File: config.mk
export PLATFORM = sky130hd
export DESIGN_NAME = packet_receiver
export DESIGN_NICKNAME = d
export VERILOG_FILES = /design/src/rtl/packet_receiver_pkg.sv /design/src/rtl/packet_receiver_crc.sv /design/src/rtl/packet_receiver.sv
export SDC_FILE = /design/constraint.sdc
export NUM_CORES = 1
export LEC_CHECK = 0
export ABC_AREA = 1
export CORE_ASPECT_RATIO = 1.5
export CORE_MARGIN = 1.5
export CORE_UTILIZATION = 50
export CTS_BUF_LIST = sky130_fd_sc_hd__clkbuf_16
export DETAILED_ROUTE_END_ITERATION = 8
export GPL_TIMING_DRIVEN = 0
export PLACE_DENSITY = 0.87
export SETUP_SLACK_MARGIN = 0.4
export SYNTH_ARGS = -nofsm -noshare
export SYNTH_HDL_FRONTEND = slang
export SYNTH_SLANG_ARGS = --single-unit
File: constraint.sdc
create_clock -name clk -period 1.8 [get_ports clk]
set_clock_uncertainty 0.15 [all_clocks]
set_input_delay 0.36 -clock clk [delete_from_list [all_inputs] [get_ports clk]]
set_output_delay 0.36 -clock clk [all_outputs]
set_load 0.05 [all_outputs]
File: src/rtl/packet_receiver_pkg.sv
// Packet framing constants and receiver FSM encoding,
// shared by packet_receiver and packet_sender.
package packet_receiver_pkg;

  localparam int SRC_ID    = 0;
  localparam int DST_ID    = 1;
  localparam int SIZE      = 2;
  localparam int DATA      = 3;
  localparam int SIZE_BITS = 3;

  typedef enum logic [2:0] {
    ST_IDLE,
    ST_DST,
    ST_SIZE,
    ST_DATA,
    ST_CRC
  } state_t;

endpackage

File: src/rtl/packet_receiver_crc.sv
// Running XOR checksum; clear restarts the sum,
// and when enabled in the same cycle the byte seeds it.
module pkt_crc_acc #(
  parameter int UWIDTH = 8
) (
  input  logic              clk,
  input  logic              rst,
  input  logic              clear,
  input  logic              enable,
  input  logic [UWIDTH-1:0] din,
  output logic [UWIDTH-1:0] crc
);

  always_ff @(posedge clk or negedge rst) begin
    if (!rst) begin
      crc <= '0;
    end else if (enable) begin
      crc <= (clear ? '0 : crc) ^ din;
    end else if (clear) begin
      crc <= '0;
    end
  end

endmodule

File: src/rtl/packet_receiver.sv
// Parses SRC/DST/SIZE/DATA/CRC packets and writes them
// into one slot of a downstream buffer, committing on a good CRC.
module packet_receiver
  import packet_receiver_pkg::*;
#(
  parameter int UWIDTH    = 8,
  parameter int PTR_IN_SZ = 4
) (
  input  logic                 clk,
  input  logic                 rst,
  input  logic [UWIDTH-1:0]    packet_in,
  input  logic                 packet_valid,
  input  logic                 wfull,
  output logic                 wen,
  output logic [PTR_IN_SZ-1:0] waddr,
  output logic [UWIDTH-1:0]    wdata,
  output logic                 winc,
  output logic                 crc_err,
  output logic                 drop
);

  state_t                 state;
  state_t                 state_nx;
  logic [SIZE_BITS-1:0]   cnt;
  logic [SIZE_BITS-1:0]   cnt_nx;
  logic [PTR_IN_SZ-1:0]   off;
  logic [PTR_IN_SZ-1:0]   cur_off;
  logic                   full_q;
  logic                   blk;
  logic                   idle;
  logic                   abort;
  logic                   crc_hit;
  logic                   match;
  logic [UWIDTH-1:0]      crc;

  assign idle    = (state == ST_IDLE);
  assign abort   = !packet_valid && !idle;
  assign crc_hit = packet_valid && (state == ST_CRC);
  assign match   = (packet_in == crc);
  assign cur_off = idle ? PTR_IN_SZ'(SRC_ID) : off;
  // wfull only counts at SRC; the rest of the packet follows that decision
  assign blk     = idle ? wfull : full_q;

  pkt_crc_acc #(
    .UWIDTH(UWIDTH)
  ) u_crc (
    .clk   (clk),
    .rst   (rst),
    .clear (packet_valid && idle),
    .enable(packet_valid),
    .din   (packet_in),
    .crc   (crc)
  );

  always_comb begin
    state_nx = state;
    cnt_nx   = cnt;
    if (!packet_valid) begin
      state_nx = ST_IDLE;
    end else begin
      case (state)
        ST_IDLE: state_nx = ST_DST;
        ST_DST:  state_nx = ST_SIZE;
        ST_SIZE: begin
          cnt_nx   = packet_in[SIZE_BITS-1:0];
          state_nx = (cnt_nx != '0) ? ST_DATA : ST_CRC;
        end
        ST_DATA: begin
          cnt_nx = cnt - SIZE_BITS'(1);
          if (cnt == SIZE_BITS'(1)) state_nx = ST_CRC;
        end
        ST_CRC:  state_nx = ST_IDLE;
        default: state_nx = ST_IDLE;
      endcase
    end
  end

  always_ff @(posedge clk or negedge rst) begin
    if (!rst) begin
      state   <= ST_IDLE;
      cnt     <= '0;
      off     <= '0;
      full_q  <= 1'b0;
      wen     <= 1'b0;
      waddr   <= '0;
      wdata   <= '0;
      winc    <= 1'b0;
      crc_err <= 1'b0;
      drop    <= 1'b0;
    end else begin
      state   <= state_nx;
      cnt     <= cnt_nx;
      wen     <= packet_valid && !blk;
      winc    <= crc_hit && !full_q && match;
      crc_err <= abort || (crc_hit && !full_q && !match);
      drop    <= crc_hit && full_q;
      if (packet_valid) begin
        waddr <= cur_off;
        wdata <= packet_in;
        off   <= cur_off + PTR_IN_SZ'(1);
      end
      if (packet_valid && idle) full_q <= wfull;
    end
  end

endmodule

==> results of run 1 <==
## worst max path at each step
stage                        start      endpoint  slack [ps]  depth (start not counted)
after CTS                 waddr[3]      waddr[3]         360                          1
after global placement         rst      wdata[3]        -500                          1
after detailed placement  waddr[3]      waddr[3]         130                          1
after floorplan           state[1]  u_crc.crc[2]         510                          7
final                     waddr[3]      waddr[3]         420                          1
after global routing      state[1]  u_crc.crc[3]         360                          7
## routing by layer
layer / vias up / routed length [um]
li1: 670 / -
met1: 613 / 1280
met3: 10 / 92
met2: 25 / 1740
met5: - / 0
met4: 0 / 125
## cell type report
| class | instances | area, sq um | share of cell area, % |
|---|---|---|---|
| multi-input cells | 126 | 679 | 31.7 |
| plain buffers | 3 | 17.5 | 0.818 |
| flip-flops and latches | 35 | 878 | 41.0 |
| clock buffers | 5 | 125 | 5.84 |
| repair buffers | 31 | 253 | 11.8 |
| clock inverters | 3 | 12.5 | 0.584 |
| inverters | 32 | 125 | 5.84 |
| well taps | 40 | 50.0 | 2.34 |
## Yosys cell counts
master    instances
a21oi_1           4
and3_1            1
buf_2             2
buf_4             1
dfrtp_1          35
ha_1              2
inv_1            28
inv_2             3
inv_4             1
nand2_1          67
nand2_2           1
nand2_8           1
nand3_1           4
nand4_1           1
nor2_1           11
nor2_4            3
nor2_8            1
nor3_1            1
o211ai_1          3
o21a_1            1
o21ai_0           9
o21ai_1           1
o22ai_1           1
xnor2_1           8
xor2_1            6
## logic make-up (layout without fill, tap and decap cells)
kind of cell / Yosys count / after routing / share of synthesized area [%]
buffers and inverters: 35 / 74 / 8.34
flip-flops: 35 / 35 / 52.1
adder cells (fa/ha/maj): 2 / 2 / 1.49
XOR/XNOR: 14 / 14 / 7.30
AO/OA/AOI/OAI: 19 / 19 / 6.33
AND/OR/NAND/NOR: 91 / 91 / 24.4
## power by group through the flow
stage / Clock (mW) / Sequential (mW) / Combinational (mW)
detailed placement: 0 / 1.23 / 1.27
global route: 0.852 / 1.25 / 1.47
CTS: 0.826 / 1.21 / 1.27
global placement: 0 / 1.21 / 1.23
floorplan: 0 / 1.42 / 0.727
finish: 0.806 / 1.22 / 1.32
## placed cells by master (no fill, tap or decap), types with 2 or more instances in the layout
cell type	n
clkdlybuf4s50_1	5
nand3_1	4
buf_4	17
o21ai_0	9
inv_4	2
ha_1	2
nand2_1	64
nor2_4	3
buf_2	7
dlymetal6s2s_1	4
dfrtp_1	33
inv_1	29
xor2_1	6
clkbuf_16	5
xnor2_1	7
a21oi_1	4
inv_2	3
dfrtp_2	2
o211ai_1	3
nand2_2	4
nor2_1	11
## timing repair
item	CTS	global route
hold buffers	0	0
resized for setup	89	18
endpoints found under the setup margin	20	14
pin swaps	2	5
buffers inserted	2	3
## metrics by stage
| stage | instances | setup TNS [ps] | util (%) | hold WS, ps | cell area [sq um] |
|---|---|---|---|---|---|
| after global placement | 262 | -17540 | 62.4 | 306 | 1990 |
| after floorplan | 196 | 0 | - | -85.6 | 1680 |
| after CTS | 272 | 0 | 65.2 | 26.1 | 2080 |
| final | 275 | 0 | 67.1 | 2.62 | 2140 |
| after global routing | 275 | 0 | 67.1 | 59.5 | 2140 |
| after detailed placement | 262 | 0 | 62.2 | 308 | 1990 |
## flip-flops by register name, indices dropped and copies added, names as in the netlist
signal     cells
full_q         1
state          3
u_crc.crc      8
cnt            3
wdata          8
off            4
waddr          4
wen            1
crc_err        1
winc           1
drop           1
==> flow_metrics.tcl, run 1 <==
set metrics [dict create \
    cts_buffers 5 \
    grt_max_degree 36 \
    ant_nets 0 \
    start_util_pct 52.7 \
    setup_ws_ps 421 \
    hold_viol_final 0 \
    critPathBufInv 1 \
    first_pass_iters 4 \
    reg2regPathDepth 7 \
    drive_above_1_share_pct 20.4 \
    route.detailed.drc 0 \
    crit_chain "buf_4" \
    drv_slew 0 \
    fp.dieH_um 74 \
    synth_cells 196 \
    vias 1318 \
    ios 28 \
    cp-start-kind "flip-flop" \
    drtIter0Drc 46 \
    rsz0062_at_grt "true" \
    slowest_delay_ps 390 \
    wl_per_cell_um 11.8 \
    p_int_mw 2.03 \
    rrSetupSlack_ps 420 \
    placementRows 25 \
    gr-total-overflow 0 \
    h-tree-depth 2 \
    diodes 0 \
    clock_latency_ps 280 \
    antenna_found_initial 0 \
    p_switching_mw 1.31 \
    max_slew.worst_pin.slew_ps 766 \
    cts_buffer_depth 2 \
    synth_seq_cells 35 \
    crit_required_ps 1290 \
    use_met3_pct 4.42 \
    max_slew_margin_pct 49.0 \
    synth_area_sq_um 1680 \
    crit_path_top_delay_cell "dfrtp_1" \
    fp.coreArea_sq_um 3190 \
    min_period_ps 1380 \
    rr_endpoint "u_crc.crc[3]" \
    synth.distinct_cells 25 \
    root_buffer "clkbuf_16" \
    p_seq_share_pct 36.4 \
    powerDensity_nw_per_um2 1560 \
    finalWirelength_mm 3.24 \
    grt_pass1_vias 1276 \
    synth_top_area_share_pct 52.1 \
    dieArea_sq_um 3720 \
    track_usage_pct 20.1 \
    clk_pin_slew_worst_paths_ps 50 \
    top_usage_layer "met2" \
    syn2layout_area_growth_pct 27.4 \
    r2r-start "state[1]" \
    p_clk_share_pct 24.1 \
    synth_fp_nets 210 \
    yosysSeqAreaShare_pct 52.1 \
    tritoncts "built" \
    worstHoldPathType "in -> async" \
    port_buffers 26 \
    synthTopCellsByArea "dfrtp_1 52%, nand2_1 15%, inv_1 6.3%, xnor2_1 4.2%, xor2_1 3.1%" \
    peakVddDrop_uv 999 \
    nFillCells 267 \
    end_kind "output pin" \
    fmax_ghz 0.725 \
    dpl.hpwl_mm 2.28 \
    use_met2_pct 34.5 \
    viasPerCell 4.79 \
    crit_type "reg -> out" \
    final_nets 248 \
    grtUsageMet1_pct 20.9 \
    path_delay_family "flip-flops" \
    cts_sinks 35 \
    max-cap-violations 0 \
    grt_pass1_wl_mm 5.34 \
    setup_viol_count_final 0 \
    switching_share_pct 39.3 \
    dp_slack_ps 126 \
    power.leakage_nw 1.19 \
    cp_max_fo 2 \
    yosysTopAreaCell "dfrtp_1" \
    routabilityCongestion 0.791 \
    syn_avg_cell_area_sq_um 8.57 \
    combPwrFrac_pct 39.5 \
    status "finished clean" \
    ys_warn_count 0 \
    power_mw 3.34 \
    arrival_ps 870 \
    chipWidth_um 50.3 \
    period_share_pct 76.6 \
]
Power figures use the tool's default switching activity.
==> run 2: changes to the inputs <==
==> constraint.sdc (replaced) <==
create_clock -name clk -period 1.29 [get_ports clk]
set_clock_uncertainty 0.15 [all_clocks]
set_input_delay 0.258 -clock clk [delete_from_list [all_inputs] [get_ports clk]]
set_output_delay 0.258 -clock clk [all_outputs]
set_load 0.05 [all_outputs]
==> flow_metrics.tcl, run 2 (synthesis results as in run 1) <==
set metrics [dict create \
    status "finished with violations" \
    failed_checks "negative hold slack, negative setup slack" \
    powerDensity_nw_per_um2 2210 \
    grt_max_degree 36 \
    gr-total-overflow 0 \
    final_area_sq_um 2490 \
    dpl.hpwl_mm 2.31 \
    cp_max_fo 6 \
    clock_latency_ps 280 \
    reg2regPathDepth 7 \
    final_common_cell "nand2_1" \
    slowest_delay_ps 390 \
    crit_chain "inv_2, nand2_8, nor2_8, inv_4, nand2_2, xnor2_2, inv_1" \
    crit_path_top_delay_cell "dfrtp_1" \
    drtIter0Drc 60 \
    grt_pass1_vias 1392 \
    ios 28 \
    mostFrequentLayoutCells "57 x nand2_1, 24 x inv_1, 18 x dfrtp_1, 17 x dfrtp_2, 16 x buf_8" \
    final_nets 260 \
    ant_nets 0 \
    rsz0062_at_grt "true" \
    min_period_ps 1370 \
    max_slew.worst_pin.slew_ps 483 \
    fp.dieH_um 74 \
    syn2layout_area_growth_pct 48.5 \
    arrival_ps 1390 \
    crit_required_ps 1300 \
    viasPerCell 5.08 \
    fin_setup_tns_ps -558 \
    vias 1452 \
    r2r-start "state[2]" \
    h-tree-depth 2 \
    cts_sinks 35 \
    first_pass_iters 6 \
    rrSetupSlack_ps -80 \
    drv_slew 0 \
    route.detailed.drc 0 \
    fin_hold_ws_ps -195 \
    grt_pass1_wl_mm 6.37 \
    cts_buffer_depth 2 \
    setup_ws_ps -82.7 \
    placed_cell_area_sq_um 2050 \
    max-cap-violations 0 \
    fp.coreArea_sq_um 3190 \
    rr_endpoint "u_crc.crc[5]" \
    chipWidth_um 50.3 \
    fmax_ghz 0.728 \
    peakVddDrop_uv 1940 \
    cp-start-kind "flip-flop" \
    period_share_pct 106 \
    diodes 0 \
    end_kind "flip-flop" \
    wl_per_cell_um 14.5 \
    placementRows 25 \
    routabilityCongestion 0.822 \
    antenna_found_initial 0 \
    worstHoldPathType "in -> async" \
    start_util_pct 52.7 \
    cts_buffers 5 \
    dieArea_sq_um 3720 \
    crit_type "reg -> reg" \
    hold_viol_final 35 \
    port_buffers 26 \
    finalWirelength_mm 4.13 \
    reg_top3 "u_crc.crc (8), wdata (8)" \
    max_slew_margin_pct 67.8 \
    drive_above_1_share_pct 39.4 \
    clk_pin_slew_worst_paths_ps 60 \
    root_buffer "clkbuf_16" \
    setup_viol_count_final 16 \
    power.leakage_nw 1.27 \
    tritoncts "built" \
    track_usage_pct 23.9 \
    nFillCells 208 \
]
run 2: changes by cell type in the layout (fill, tap and decap cells not counted), sizes merged:
cell	previous run	this run
clkdlybuf4s50	5	2
clkinv	1	0
dlygate4sd2	0	7
buf	24	36
dlymetal6s2s	4	0
run 2: critical path, delay by kind of cell, from the launching register on:
family / cells / cell delay [ps]
xor+xnor: 1 / 110
buf+inv: 3 / 250
flops: 1 / 390
simple gates: 3 / 350
run 2: how the worst max path moves through the flow:
stage                       from           end  slack [ps]  depth (start not counted)
floorplan               state[1]  u_crc.crc[2]         0.7                          7
detailed placement  packet_in[2]       crc_err        -300                          7
global route            state[1]  u_crc.crc[5]        -130                          7
global placement             rst      wdata[5]       -1080                          1
CTS                     state[0]  u_crc.crc[5]         -70                          7
finish                  state[2]  u_crc.crc[5]         -80                          7
run 2: through the flow:
| step | hold WS, ps | worst slack, ps | utilization, % | total power [mW] | cells |
|---|---|---|---|---|---|
| final | -195 | -82.7 | 78.2 | 5.51 | 286 |
| after floorplan | -188 | 0.716 | - | 3.10 | 196 |
| after global routing | -159 | -132 | 78.2 | 5.80 | 286 |
| after detailed placement | 232 | -295 | 64.1 | 3.57 | 262 |
| after CTS | -71.3 | -67.4 | 75.8 | 5.29 | 281 |
| after global placement | 307 | -1080 | 64.3 | 3.50 | 262 |
run 2: repair_timing:
action                     in CTS  in global routing
resized for setup             157                 10
pin swaps                      17                 10
hold endpoints to repair       35                 35
setup buffers                  12                  5
setup endpoints to repair      45                 61
run 2: metal layers:
metal | share of wire (%) | up-vias | GRT usage [%]
met3 | 4.6 | 10 | 6.22
met5 | 0 | - | 0
li1 | - | 688 | -
met1 | 39 | 696 | 25.7
met4 | 3.4 | 0 | 14.4
met2 | 53 | 58 | 41.8
run 2: power by group:
part	switching (mW)	internal, mW	total (mW)
clock	0.432	0.689	1.12
sequential	0.300	1.48	1.78
combinational	1.44	1.17	2.61
total	2.18	3.34	5.51
run 2: area by class of cell:
| type | count | area (sq um) | area share, % |
|---|---|---|---|
| buffer | 3 | 36.3 | 1.45 |
| multi-input combinational | 126 | 773 | 31.0 |
| sequential | 35 | 897 | 36.0 |
| clock inverter | 2 | 7.51 | 0.301 |
| inverter | 32 | 125 | 5.02 |
| clock buffer | 5 | 125 | 5.02 |
| timing repair buffer | 43 | 480 | 19.3 |
| tap | 40 | 50.0 | 2.01 |
==> run 3: changes to the inputs <==
--- a/config.mk
+++ b/config.mk
@@ -12,8 +12,10 @@
 export CTS_BUF_LIST = sky130_fd_sc_hd__clkbuf_16
 export DETAILED_ROUTE_END_ITERATION = 8
 export GPL_TIMING_DRIVEN = 0
-export PLACE_DENSITY = 0.87
+export PLACE_DENSITY = 0.86
 export SETUP_SLACK_MARGIN = 0.4
+export SKIP_LAST_GASP = 1
 export SYNTH_ARGS = -nofsm -noshare
 export SYNTH_HDL_FRONTEND = slang
+export SYNTH_HIERARCHICAL = 1
 export SYNTH_SLANG_ARGS = --single-unit
==> flow_metrics.tcl, run 3 <==
set metrics [dict create \
    ios 28 \
    synth_ff_type "dfrtp_1" \
    start_util_pct 51.6 \
    power_mw 6.40 \
    cts_sinks 35 \
    synth_area_sq_um 1750 \
    synthTopCellsByArea "dfrtp_1 50%, nand2_1 17%, inv_1 5.2%, nand3_1 3.7%, nor2_1 2.8%" \
    vias 1736 \
    final_nets 291 \
    setup_ws_ps -183 \
    yosysSeqAreaShare_pct 50.1 \
    drive_above_1_share_pct 42.4 \
    crit_type "reg -> reg" \
    diodes 0 \
    placementRows 26 \
    viasPerCell 5.43 \
    synth_compound_area_share_pct 8.38 \
    arrival_ps 1540 \
    wl_per_cell_um 17.1 \
    synth_top_area_share_pct 50.1 \
    crit_path_top_delay_cell "dfrtp_2" \
    r2r-start "state[0]" \
    async_flop_share_pct 100 \
    routabilityCongestion 0.794 \
    crit_chain "nor2_4, nand2_4, nor2_4, inv_4, buf_4, nand2_1, nand2_1, nand2_1" \
    route.detailed.drc 0 \
    peakVddDrop_uv 1800 \
    max_slew.worst_pin.slew_ps 483 \
    synthTopCellsByCount "80 x nand2_1, 35 x dfrtp_1, 24 x inv_1" \
    finalWirelength_mm 5.47 \
    fin_setup_tns_ps -1440 \
    dpl.hpwl_mm 2.71 \
    synth_edf_count 0 \
    synth_xor_area_share_pct 3.01 \
    clk_pin_slew_worst_paths_ps 60 \
    setup_viol_count_final 19 \
    dp_slack_ps -527 \
    mostFrequentLayoutCells "74 x nand2_1, 22 x inv_1, 20 x buf_6, 19 x dfrtp_2, 19 x buf_4" \
    final_area_sq_um 2690 \
    max_slew_margin_pct 67.8 \
    multi_input_area_sq_um 852 \
    ys_warn_count 6 \
    nFillCells 198 \
    dp.cells 287 \
    first_pass_iters 4 \
    synth.area.mux_share_pct 0 \
    grt_pass1_wl_mm 7.31 \
    slowest_delay_ps 420 \
    grt_pass1_vias 1587 \
    synth_cells 218 \
    synth.distinct_cells 29 \
    antenna_found_initial 0 \
    power.leakage_nw 1.34 \
    min_period_ps 1470 \
    tritoncts "built" \
    synth_seq_cells 35 \
    clock_latency_ps 290 \
    hold_viol_final 35 \
    rr_endpoint "u_crc/crc[1]" \
    instances_no_fill 320 \
    h-tree-depth 2 \
    status "finished with violations" \
    reg2regPathDepth 8 \
    cp_max_fo 4 \
    path_common_cell "nand2_1" \
    track_usage_pct 26.5 \
    yosys.area_share.simple_pct 28.7 \
    port_buffers 27 \
    synthAdderAreaFrac_pct 1.43 \
    cts_buffer_depth 2 \
    cp-start-kind "flip-flop" \
    drv_slew 0 \
    synth_fp_nets 232 \
    rsz0062_at_grt "true" \
    fp.dieH_um 75.4 \
    cts_buffers 5 \
    fmax_ghz 0.679 \
    reg_top3 "u_crc/crc (8), wdata (8)" \
    placed_cell_area_sq_um 2100 \
    ant_nets 0 \
    synth.most_common_cell "nand2_1" \
    failed_checks "negative hold slack, negative setup slack" \
    yosysTopAreaCell "dfrtp_1" \
    period_share_pct 114 \
    drtIter0Drc 70 \
    max-cap-violations 0 \
    powerDensity_nw_per_um2 2380 \
    rrSetupSlack_ps -180 \
    dieArea_sq_um 3860 \
    syn2layout_area_growth_pct 54.2 \
    fin_hold_ws_ps -195 \
    crit_required_ps 1360 \
    gr-total-overflow 0 \
    worstHoldPathType "in -> async" \
    final_common_cell "nand2_1" \
    end_kind "flip-flop" \
    regArea_sq_um 900 \
    grt_max_degree 36 \
    fp.coreArea_sq_um 3380 \
    root_buffer "clkbuf_16" \
    chipWidth_um 51.3 \
    syn_avg_cell_area_sq_um 8.01 \
    synth_top_family_by_area "simple AND/OR/NAND/NOR gates" \
]
==> run 3: cell count changes after synthesis, moves of 2 or more <==
| cell | previous run | this run |
|---|---|---|
| inv_2 | 3 | 5 |
| o21ai_0 | 9 | 4 |
| nor2_1 | 11 | 13 |
| nor2_2 | 0 | 2 |
| xor2_1 | 6 | 2 |
| xnor2_1 | 8 | 4 |
| o21ai_1 | 1 | 9 |
| inv_1 | 28 | 24 |
| nand3_1 | 4 | 13 |
| nand2_1 | 67 | 80 |
| nor2_4 | 3 | 1 |
| nand2_2 | 1 | 3 |
==> run 3: how the worst max path moves through the flow <==
stage                      start      endpoint  cells past startpoint
floorplan               state[1]  u_crc/crc[5]                      7
global placement             rst      wdata[2]                      1
detailed placement  packet_valid  u_crc/crc[7]                      7
CTS                     state[0]  u_crc/crc[7]                      7
global route            state[0]  u_crc/crc[1]                      8
finish                  state[0]  u_crc/crc[1]                      8
==> run 3: worst max-delay path: cells and delay by family (launching register included) <==
kind,cells,cell delay [ps]
buffers and inverters,2,220
flip-flops,1,420
AND/OR/NAND/NOR,6,600
==> run 3: logic make-up (layout without fill, tap and decap cells) <==
| kind of cell | count (synthesis) | in the layout |
|---|---|---|
| simple gates | 116 | 116 |
| flops | 35 | 35 |
| fa+ha+maj | 2 | 2 |
| buf+inv | 35 | 95 |
| compound gates | 24 | 24 |
| xor+xnor | 6 | 6 |
==> run 3: layer usage <==
| metal | track usage, % | vias to the layer above | wire (um) |
|---|---|---|---|
| met3 | 5.69 | 20 | 209 |
| met4 | 17.0 | 0 | 238 |
| met5 | 0 | - | 0 |
| li1 | - | 798 | - |
| met1 | 30.4 | 856 | 1920 |
| met2 | 45.0 | 62 | 3100 |
==> run 3: timing repair <==
action	CTS	global route
pin swaps	11	23
setup endpoints to repair	51	62
gates cloned	0	1
hold endpoints to repair	35	35
gates resized for setup	148	31
setup buffers	17	7
==> run 3: power by group <==
part | switching [mW] | leakage, nW | internal [mW]
sequential | 0.364 | 0.415 | 1.46
combinational | 1.62 | 0.834 | 1.36
clock | 0.492 | 0.0900 | 1.11
total | 2.47 | 1.34 | 3.93
==> run 3: final cells by class <==
type / count / area share [%]
multi-input combinational: 148 / 31.6
buffer: 5 / 2.14
sequential: 35 / 33.4
inverter: 30 / 4.55
clock inverter: 3 / 2.51
timing repair buffer: 52 / 19.2
tap: 42 / 1.95
clock buffer: 5 / 4.64
==> run 3: stage by stage <==
stage,util (%),hold slack [ps]
final,79.6,-195
after global routing,79.6,-149
after detailed placement,62.0,239
after CTS,74.3,-63.3
after global placement,62.1,308
after floorplan,-,-188
